<file path="config.mk">
export PLATFORM = sky130hd
export DESIGN_NAME = hazard_ctrl
export DESIGN_NICKNAME = d
export VERILOG_FILES = /design/src/rtl/hazard_pkg.sv /design/src/rtl/hz_stage_reg.sv /design/src/rtl/hazard_ctrl.sv
export SDC_FILE = /design/constraint.sdc
export NUM_CORES = 1
export LEC_CHECK = 0
export BUFFER_PORTS_ARGS = -buffer_cell sky130_fd_sc_hd__buf_2
export CORE_ASPECT_RATIO = 0.8
export CORE_MARGIN = 2
export CORE_UTILIZATION = 54
export DETAILED_ROUTE_END_ITERATION = 10
export PLACE_DENSITY_LB_ADDON = 0.25
export SYNTH_ARGS = -nofsm -noshare
export SYNTH_HDL_FRONTEND = slang
export SYNTH_SLANG_ARGS = --single-unit
export TNS_END_PERCENT = 30
</file>
<file path="constraint.sdc">
create_clock -name clk -period 3.9 [get_ports clk]
set_input_delay 0.78 -clock clk [delete_from_list [all_inputs] [get_ports clk]]
set_output_delay 0.78 -clock clk [all_outputs]
set_load 0.01 [all_outputs]
</file>
<file path="src/rtl/hazard_pkg.sv">
// Shared encodings and the shadow-stage record for the pipeline hazard controller.
package hazard_pkg;
  localparam logic [1:0] FWD_RF  = 2'd0;
  localparam logic [1:0] FWD_MEM = 2'd1;
  localparam logic [1:0] FWD_WB  = 2'd2;
  localparam logic [4:0] REG_X0  = 5'd0;

  typedef struct packed {
    logic [4:0] rs1;
    logic [4:0] rs2;
    logic [4:0] rd;
    logic       reg_write;
    logic       mem_read;
  } stage_t;

  localparam int STAGE_W = $bits(stage_t);

  // MEM wins over WB: it holds the younger write to the same register.
  function automatic logic [1:0] fwd_sel(input logic [4:0] rs, input stage_t m, input stage_t w);
    if (m.reg_write && m.rd != REG_X0 && m.rd == rs)      return FWD_MEM;
    else if (w.reg_write && w.rd != REG_X0 && w.rd == rs) return FWD_WB;
    else                                                  return FWD_RF;
  endfunction
endpackage

</file>
<file path="src/rtl/hz_stage_reg.sv">
// One shadow pipeline register: bubble holds, flush clears, otherwise load.
module hz_stage_reg #(
  parameter int W = 17
) (
  input  logic         clk,
  input  logic         rst,
  input  logic         bubble,
  input  logic         flush,
  input  logic [W-1:0] d,
  output logic [W-1:0] q
);
  logic [W-1:0] r_q;

  always_ff @(posedge clk or posedge rst) begin
    if (rst)          r_q <= '0;
    else if (bubble)  r_q <= r_q;
    else if (flush)   r_q <= '0;
    else              r_q <= d;
  end

  assign q = r_q;
endmodule

</file>
<file path="src/rtl/hazard_ctrl.sv">
// Hazard unit: stall/flush arbitration for memory wait, taken branch and
// load-use, plus EX operand forwarding, tracked through shadow E/M/W stages.
module hazard_ctrl
  import hazard_pkg::*;
(
  input  logic        clk,
  input  logic        rst,
  input  logic [4:0]  rs1_D,
  input  logic [4:0]  rs2_D,
  input  logic        rs1_used_D,
  input  logic        rs2_used_D,
  input  logic [4:0]  rd_D,
  input  logic        reg_write_D,
  input  logic        mem_read_D,
  input  logic        br_taken_E,
  input  logic        mem_req_M,
  input  logic        mem_ack_M,
  output logic        bubbleF,
  output logic        bubbleD,
  output logic        bubbleE,
  output logic        bubbleM,
  output logic        bubbleW,
  output logic        flushD,
  output logic        flushE,
  output logic        flushM,
  output logic        flushW,
  output logic [1:0]  fwd1_sel_E,
  output logic [1:0]  fwd2_sel_E,
  output logic [31:0] stall_cnt
);
  stage_t w_d, w_e, w_m, w_w;
  logic   w_wait, w_branch, w_load_use;
  logic   r_unused_guard;
  logic   w_unused;
  logic [31:0] r_stall_cnt;

  assign w_d = '{rs1: rs1_D, rs2: rs2_D, rd: rd_D, reg_write: reg_write_D, mem_read: mem_read_D};

  assign w_wait   = mem_req_M & ~mem_ack_M;
  assign w_branch = br_taken_E & ~w_wait;
  assign w_load_use = w_e.mem_read && (w_e.rd != REG_X0) && !w_wait && !br_taken_E &&
                      ((rs1_used_D && rs1_D == w_e.rd) || (rs2_used_D && rs2_D == w_e.rd));

  // Reset gates the controls so a stall collapses the instant rst rises.
  always_comb begin
    bubbleF = 1'b0; bubbleD = 1'b0; bubbleE = 1'b0; bubbleM = 1'b0; bubbleW = 1'b0;
    flushD  = 1'b0; flushE  = 1'b0; flushM  = 1'b0; flushW  = 1'b0;
    if (!rst) begin
      if (w_wait) begin
        bubbleF = 1'b1; bubbleD = 1'b1; bubbleE = 1'b1; bubbleM = 1'b1;
        flushW  = 1'b1;
      end else if (w_branch) begin
        flushD = 1'b1; flushE = 1'b1;
      end else if (w_load_use) begin
        bubbleF = 1'b1; bubbleD = 1'b1; flushE = 1'b1;
      end
    end
  end

  assign fwd1_sel_E = fwd_sel(w_e.rs1, w_m, w_w);
  assign fwd2_sel_E = fwd_sel(w_e.rs2, w_m, w_w);

  hz_stage_reg #(.W(STAGE_W)) u_stage_e (
    .clk(clk), .rst(rst), .bubble(bubbleE), .flush(flushE), .d(w_d), .q(w_e)
  );
  hz_stage_reg #(.W(STAGE_W)) u_stage_m (
    .clk(clk), .rst(rst), .bubble(bubbleM), .flush(flushM), .d(w_e), .q(w_m)
  );
  hz_stage_reg #(.W(STAGE_W)) u_stage_w (
    .clk(clk), .rst(rst), .bubble(bubbleW), .flush(flushW), .d(w_m), .q(w_w)
  );

  always_ff @(posedge clk or posedge rst) begin
    if (rst)          r_stall_cnt <= '0;
    else if (bubbleF) r_stall_cnt <= r_stall_cnt + 32'd1;
  end

  assign stall_cnt = r_stall_cnt;

  // WB-stage source fields and load flag have no consumer past writeback.
  always_ff @(posedge clk or posedge rst) begin
    if (rst) r_unused_guard <= 1'b0;
    else     r_unused_guard <= 1'b0;
  end
  assign w_unused = ^{w_w.rs1, w_w.rs2, w_w.mem_read, r_unused_guard};
endmodule
</file>
Word-level counts from Yosys, hierarchy flattened
Index checks and enable logic that the tools add are counted.
{"block": "totals", "out_inout_bits": 45, "wordCells": 51, "inputBits": 24, "register_bits": 63}
{"block": "classes", "addsub": 1, "n_mux": 18, "n_eq_ne": 6, "n_reduce_logical": 18, "bitwise": 4}
{"op": "32-bit by 1-bit adder with 32-bit output (second input constant)", "n": 1}
{"op": "5-bit equality test", "n": 6}
{"op": "17-bit 2-to-1 mux", "n": 1}
{"op": "5-bit nonzero test", "n": 3}
{"op": "1-bit logical AND", "n": 12}
{"op": "1-bit 2-to-1 mux", "n": 12}
{"op": "2-bit 2-to-1 mux", "n": 4}
{"op": "7-bit 2-to-1 mux", "n": 1}
{"op": "1-bit AND", "n": 2}
{"op": "1-bit zero test", "n": 2}
{"op": "1-bit inverter", "n": 2}
{"op": "1-bit logical OR", "n": 1}

Longest topological paths before layout
{"block": "depth", "word_depth": 11, "depth_mapped": 8, "ltp_nobuf": 6}

Cells and area by module
A second synthesis with hierarchy kept.
{"block": "hier_totals", "hier_cells": 325, "area_unflattened_um2": 3875.0}
{"mod": "hazard_ctrl", "cells_each": 202, "area_per_inst_um2": 1979.4, "n_inst": 1}
{"mod": "hz_stage_reg", "cells_each": 41, "area_per_inst_um2": 631.9, "n_inst": 3}

Least setup slack after synthesis
No wires, ideal clock.
{"block": "synth_timing", "kind": "input -> output", "startpoint": "input rst", "endpoint": "output bubbleF", "path_slack_ns": 0.253, "t_required_ns": 3.120, "stages": 5, "t_arrival_ns": 2.867, "n_path_buf": 3, "path_cell_list": "inv_1 a31o_1 buf_2 buf_2 buf_4"}
{"block": "synth_between", "elab_chain_len": 1}
{"item": "start: declaration", "line": "hazard_ctrl.sv:7", "source": "input logic rst,"}
{"item": "1-bit 2-to-1 mux"}
{"item": "end: declaration", "line": "hazard_ctrl.sv:18", "source": "output logic bubbleF,"}
Every way passes these cells.

Worst setup path after layout
{"block": "layout_timing", "startpoint": "register u_stage_m.r_q[2], in the netlist u_stage_m.q[2]", "endpoint": "output fwd1_sel_E[1]"}
{"block": "layout_between", "elab_chain_len": 4}
{"item": "start: declaration", "line": "hz_stage_reg.sv:12", "source": "logic [W-1:0] r_q;"}
{"item": "start signal: assignment", "line": "hz_stage_reg.sv:16", "source": "else if (bubble) r_q <= r_q;"}
{"item": "5-bit nonzero test", "line": "hazard_pkg.sv:20", "source": "if (m.reg_write && m.rd != REG_X0 && m.rd == rs) return FWD_MEM;"}
{"item": "1-bit logical AND", "line": "hazard_pkg.sv:20"}
{"item": "1-bit logical AND (*)", "line": "hazard_pkg.sv:20"}
{"item": "2-bit 2-to-1 mux (*)", "line": "hazard_pkg.sv:20"}
{"item": "end: declaration", "line": "hazard_ctrl.sv:27", "source": "output logic [1:0] fwd1_sel_E,"}
Mark *: on every way between the ends. The rest lies on a longest branch, timed or not.

==> flow_summary_export.csv <==
group,metric,value,unit
run_status,outcome,"finished, final reports clean",
detailed_routing,drt-total-wl,6.58,mm
die,die_h,71.2,µm
global_routing,grt_overflow,0,
pwr,peakVddDrop,283,µV
global_routing,met2_usage,31.9,%
setup_path,r2r_cells,7,
detailed_routing,wl_per_cell,15.8,µm
timing,maxSlewViolCount,0,
synth,yosysWarningCount,0,
synth,yosys.area.top_type,"dfrtp_1",
synth,synth_common_cells,"dfrtp_1, xnor2_1, xor2_1",
synth,yosysMostFrequentCell,"dfrtp_1",
pwr,leakage,1.80,nW
global_routing,track_usage,23.3,%
pwr,p_clk_share,35.7,%
detailed_routing,remaining_drc_errors,0,
placed_design,dpl.hpwl,4.75,mm
die,coreArea,0.00544,mm²
synth,synth_async_sr_flop_share,100,%
timing,setup_tns,0,ns
clocking,ctsHtreeMaxLevel,3,
setup_path,crit_arrival,2.15,ns
global_routing,grt_max_degree,33,
cells_and_area,num-nets-final,358,
timing,clock_skew,0.00782,ns
synth,synth.distinct_cells,36,
timing,slew_headroom,47.5,%
synth,syn_area,0.00305,mm²
die,num_rows,24,
die,start_util,56.0,%
setup_path,worst-r2r-setup-slack,1.45,ns
synth,synth_seq_area_share,50.1,%
pwr,combPwrFrac,14.9,%
timing,setup_viol,0,
pwr,netSwitchingFraction,28.0,%
clocking,cts_tree,"built",
synth,synth_top_area_share,50.1,%
timing,fin_crit,2.93,ns
pwr,finalPower,1.53,mW
global_routing,use_met1,36.0,%
hold_path,hp-start,"stall_cnt[31]",
setup_path,critPathMaxFanout,5,
pwr,cell_internal_pwr,1.10,mW
hold_path,hold_depth,1,
synth,synth-seq-cells,61,
hold_path,min_path_type,"flop to flop",
cells_and_area,drive_gt1_share,30.8,%
synth,synth-edff-count,0,
synth,ys_top_cells_by_area,"dfrtp_1, xnor2_1, xor2_1",
placed_design,portBuffers,66,
clocking,cts_buffer_depth,2,
setup_path,r2r_start,"u_stage_e.q[5]",
timing,hold_viol_final,0,
placed_design,gp_congestion,0.856,
clocking,cts_buffers,9,
hold_path,hold_end,"stall_cnt[31]",
timing,worst_slew_pin_slew,0.785,ns
pwr,p_per_area,421,mW/mm²
synth,synthCells,265,
detailed_routing,via_per_inst,5.42,
setup_path,start_kind,"flop",
synth,synth-main-ff-cell,"dfrtp_1",
clocking,clk-insertion-delay-late,0.33,ns
global_routing,antenna_found_initial,0,
detailed_routing,vias,2255,
global_routing,grt_busiest_layer,"met1",
clocking,ctsResizeCount,0,
setup_path,path_class,"flop to output pin",
die,pin_count,69,
detailed_routing,drt_iter0_drc,137,
synth,avgSynthCellArea,11.5,µm²
clocking,holdBufCountCts,0,
setup_path,rr_endpoint,"stall_cnt[8]",
timing,rsz0062_at_grt,"no",
timing,finalCritPeriodShare,75.1,%
die,die_w,88.0,µm
detailed_routing,dr.pass1.iters,4,
detailed_routing,postRouteAntennaNets,0,
global_routing,grt_pass1_vias,2190,
cells_and_area,n_antenna_cell,0,
clocking,path_clk_slew,0.07,ns
clocking,cts_setup_buffers,0,
pwr,power.switching,0.428,mW
setup_path,cp-end-kind,"output pin",
die,fp.dieArea,0.00626,mm²
setup_path,crit_required,3.12,ns
timing,fmax,0.342,GHz
global_routing,grt_first_pass_wirelength,11.1,mm
pwr,power_frac_seq,49.4,%
clocking,clock-sinks,61,
global_routing,use_met3,6.53,%
job,maxCapViolations,0,
clocking,clock-root-buffer,"clkbuf_8",
cells_and_area,area_delta_synth_final,19.2,%
[layout by cell type, fill, tap and decap left out, types with 4 or more instances in the layout]
cell type,synthesis,final
nor4_2,4,4
nand2_1,12,12
nor4_1,5,5
mux2_2,7,7
nor3_1,7,7
xor2_1,29,29
dfrtp_1,61,61
buf_2,4,66
and3_1,6,6
inv_1,5,4
clkbuf_8,0,10
or4_1,4,4
nand3_1,10,10
a22o_1,17,17
nor2b_1,8,8
xnor2_1,32,32
nor2_1,8,7
nand4_1,13,13
buf_4,5,5
[through the flow]
| step | setup WS [ns] | util (%) | instances | hold slack [ns] | instance area, µm² |
|---|---|---|---|---|---|
| floorplan | 0.253 | - | 266 | 0.469 | 3050 |
| global placement | 1.07 | 63.2 | 400 | 0.454 | 3440 |
| detailed placement | 1.01 | 63.2 | 400 | 0.480 | 3440 |
| CTS | 0.964 | 66.8 | 416 | 0.489 | 3630 |
| global route | 0.861 | 66.8 | 416 | 0.502 | 3630 |
| finish | 0.973 | 66.8 | 416 | 0.477 | 3630 |
[per-layer routing]
layer / routed length (µm) / vias to the layer above
met5: 0 / -
met4: 65 / 0
met3: 469 / 8
met2: 2880 / 85
met1: 3170 / 1097
li1: - / 1065
[state kept, by name, summed over array words and instances (netlist names)]
register     flops
u_stage_w.q      6
u_stage_m.q      6
u_stage_e.q     17
stall_cnt       32
[cell families after synthesis]
logic type      count (synthesis)  share of synthesized area (%)
xor+xnor                       61                           17.5
compound gates                 25                           6.57
mux                             7                           2.59
buf+inv                        20                           3.25
simple gates                   89                           19.4
flops                          61                           50.1
other cells                     1                          0.123
fa+ha+maj                       1                          0.411
[worst max-delay path: stages (launching register included)]
cell,delay (ns)
dfrtp_1,0.44
or4_1,0.52
o21ai_0,0.27
nor4_1,0.13
nor4_1,0.28
buf_2,0.17
[final cells by class]
type,count,area [µm²]
Sequential cell,61,1530
Tap cell,78,97.6
Fill cell,440,1810
Clock inverter,4,47.5
Multi-Input combinational cell,185,1430
Clock buffer,12,145
Inverter,5,18.8
Timing Repair Buffer,71,368
[power by group through the flow]
stage               Clock, mW  Combinational (mW)  Sequential, mW
floorplan                   0               0.148           0.761
global placement            0               0.223           0.765
detailed placement          0               0.229           0.767
CTS                     0.553               0.230           0.755
global route            0.584               0.254           0.766
finish                  0.545               0.228           0.755
[worst max path at each step]
stage / startpoint / endpoint / slack [ns] / cells after the start
finish: u_stage_m.q[2] / fwd1_sel_E[1] / 0.97 / 5
global placement: rs1_D[3] / bubbleD / 1.07 / 6
detailed placement: rs1_D[1] / bubbleD / 1.01 / 6
floorplan: rst / bubbleF / 0.25 / 5
CTS: u_stage_m.q[2] / fwd1_sel_E[1] / 0.96 / 5
global route: u_stage_m.q[2] / fwd1_sel_E[1] / 0.86 / 5
No activity file was read; power rests on OpenSTA's default activity.
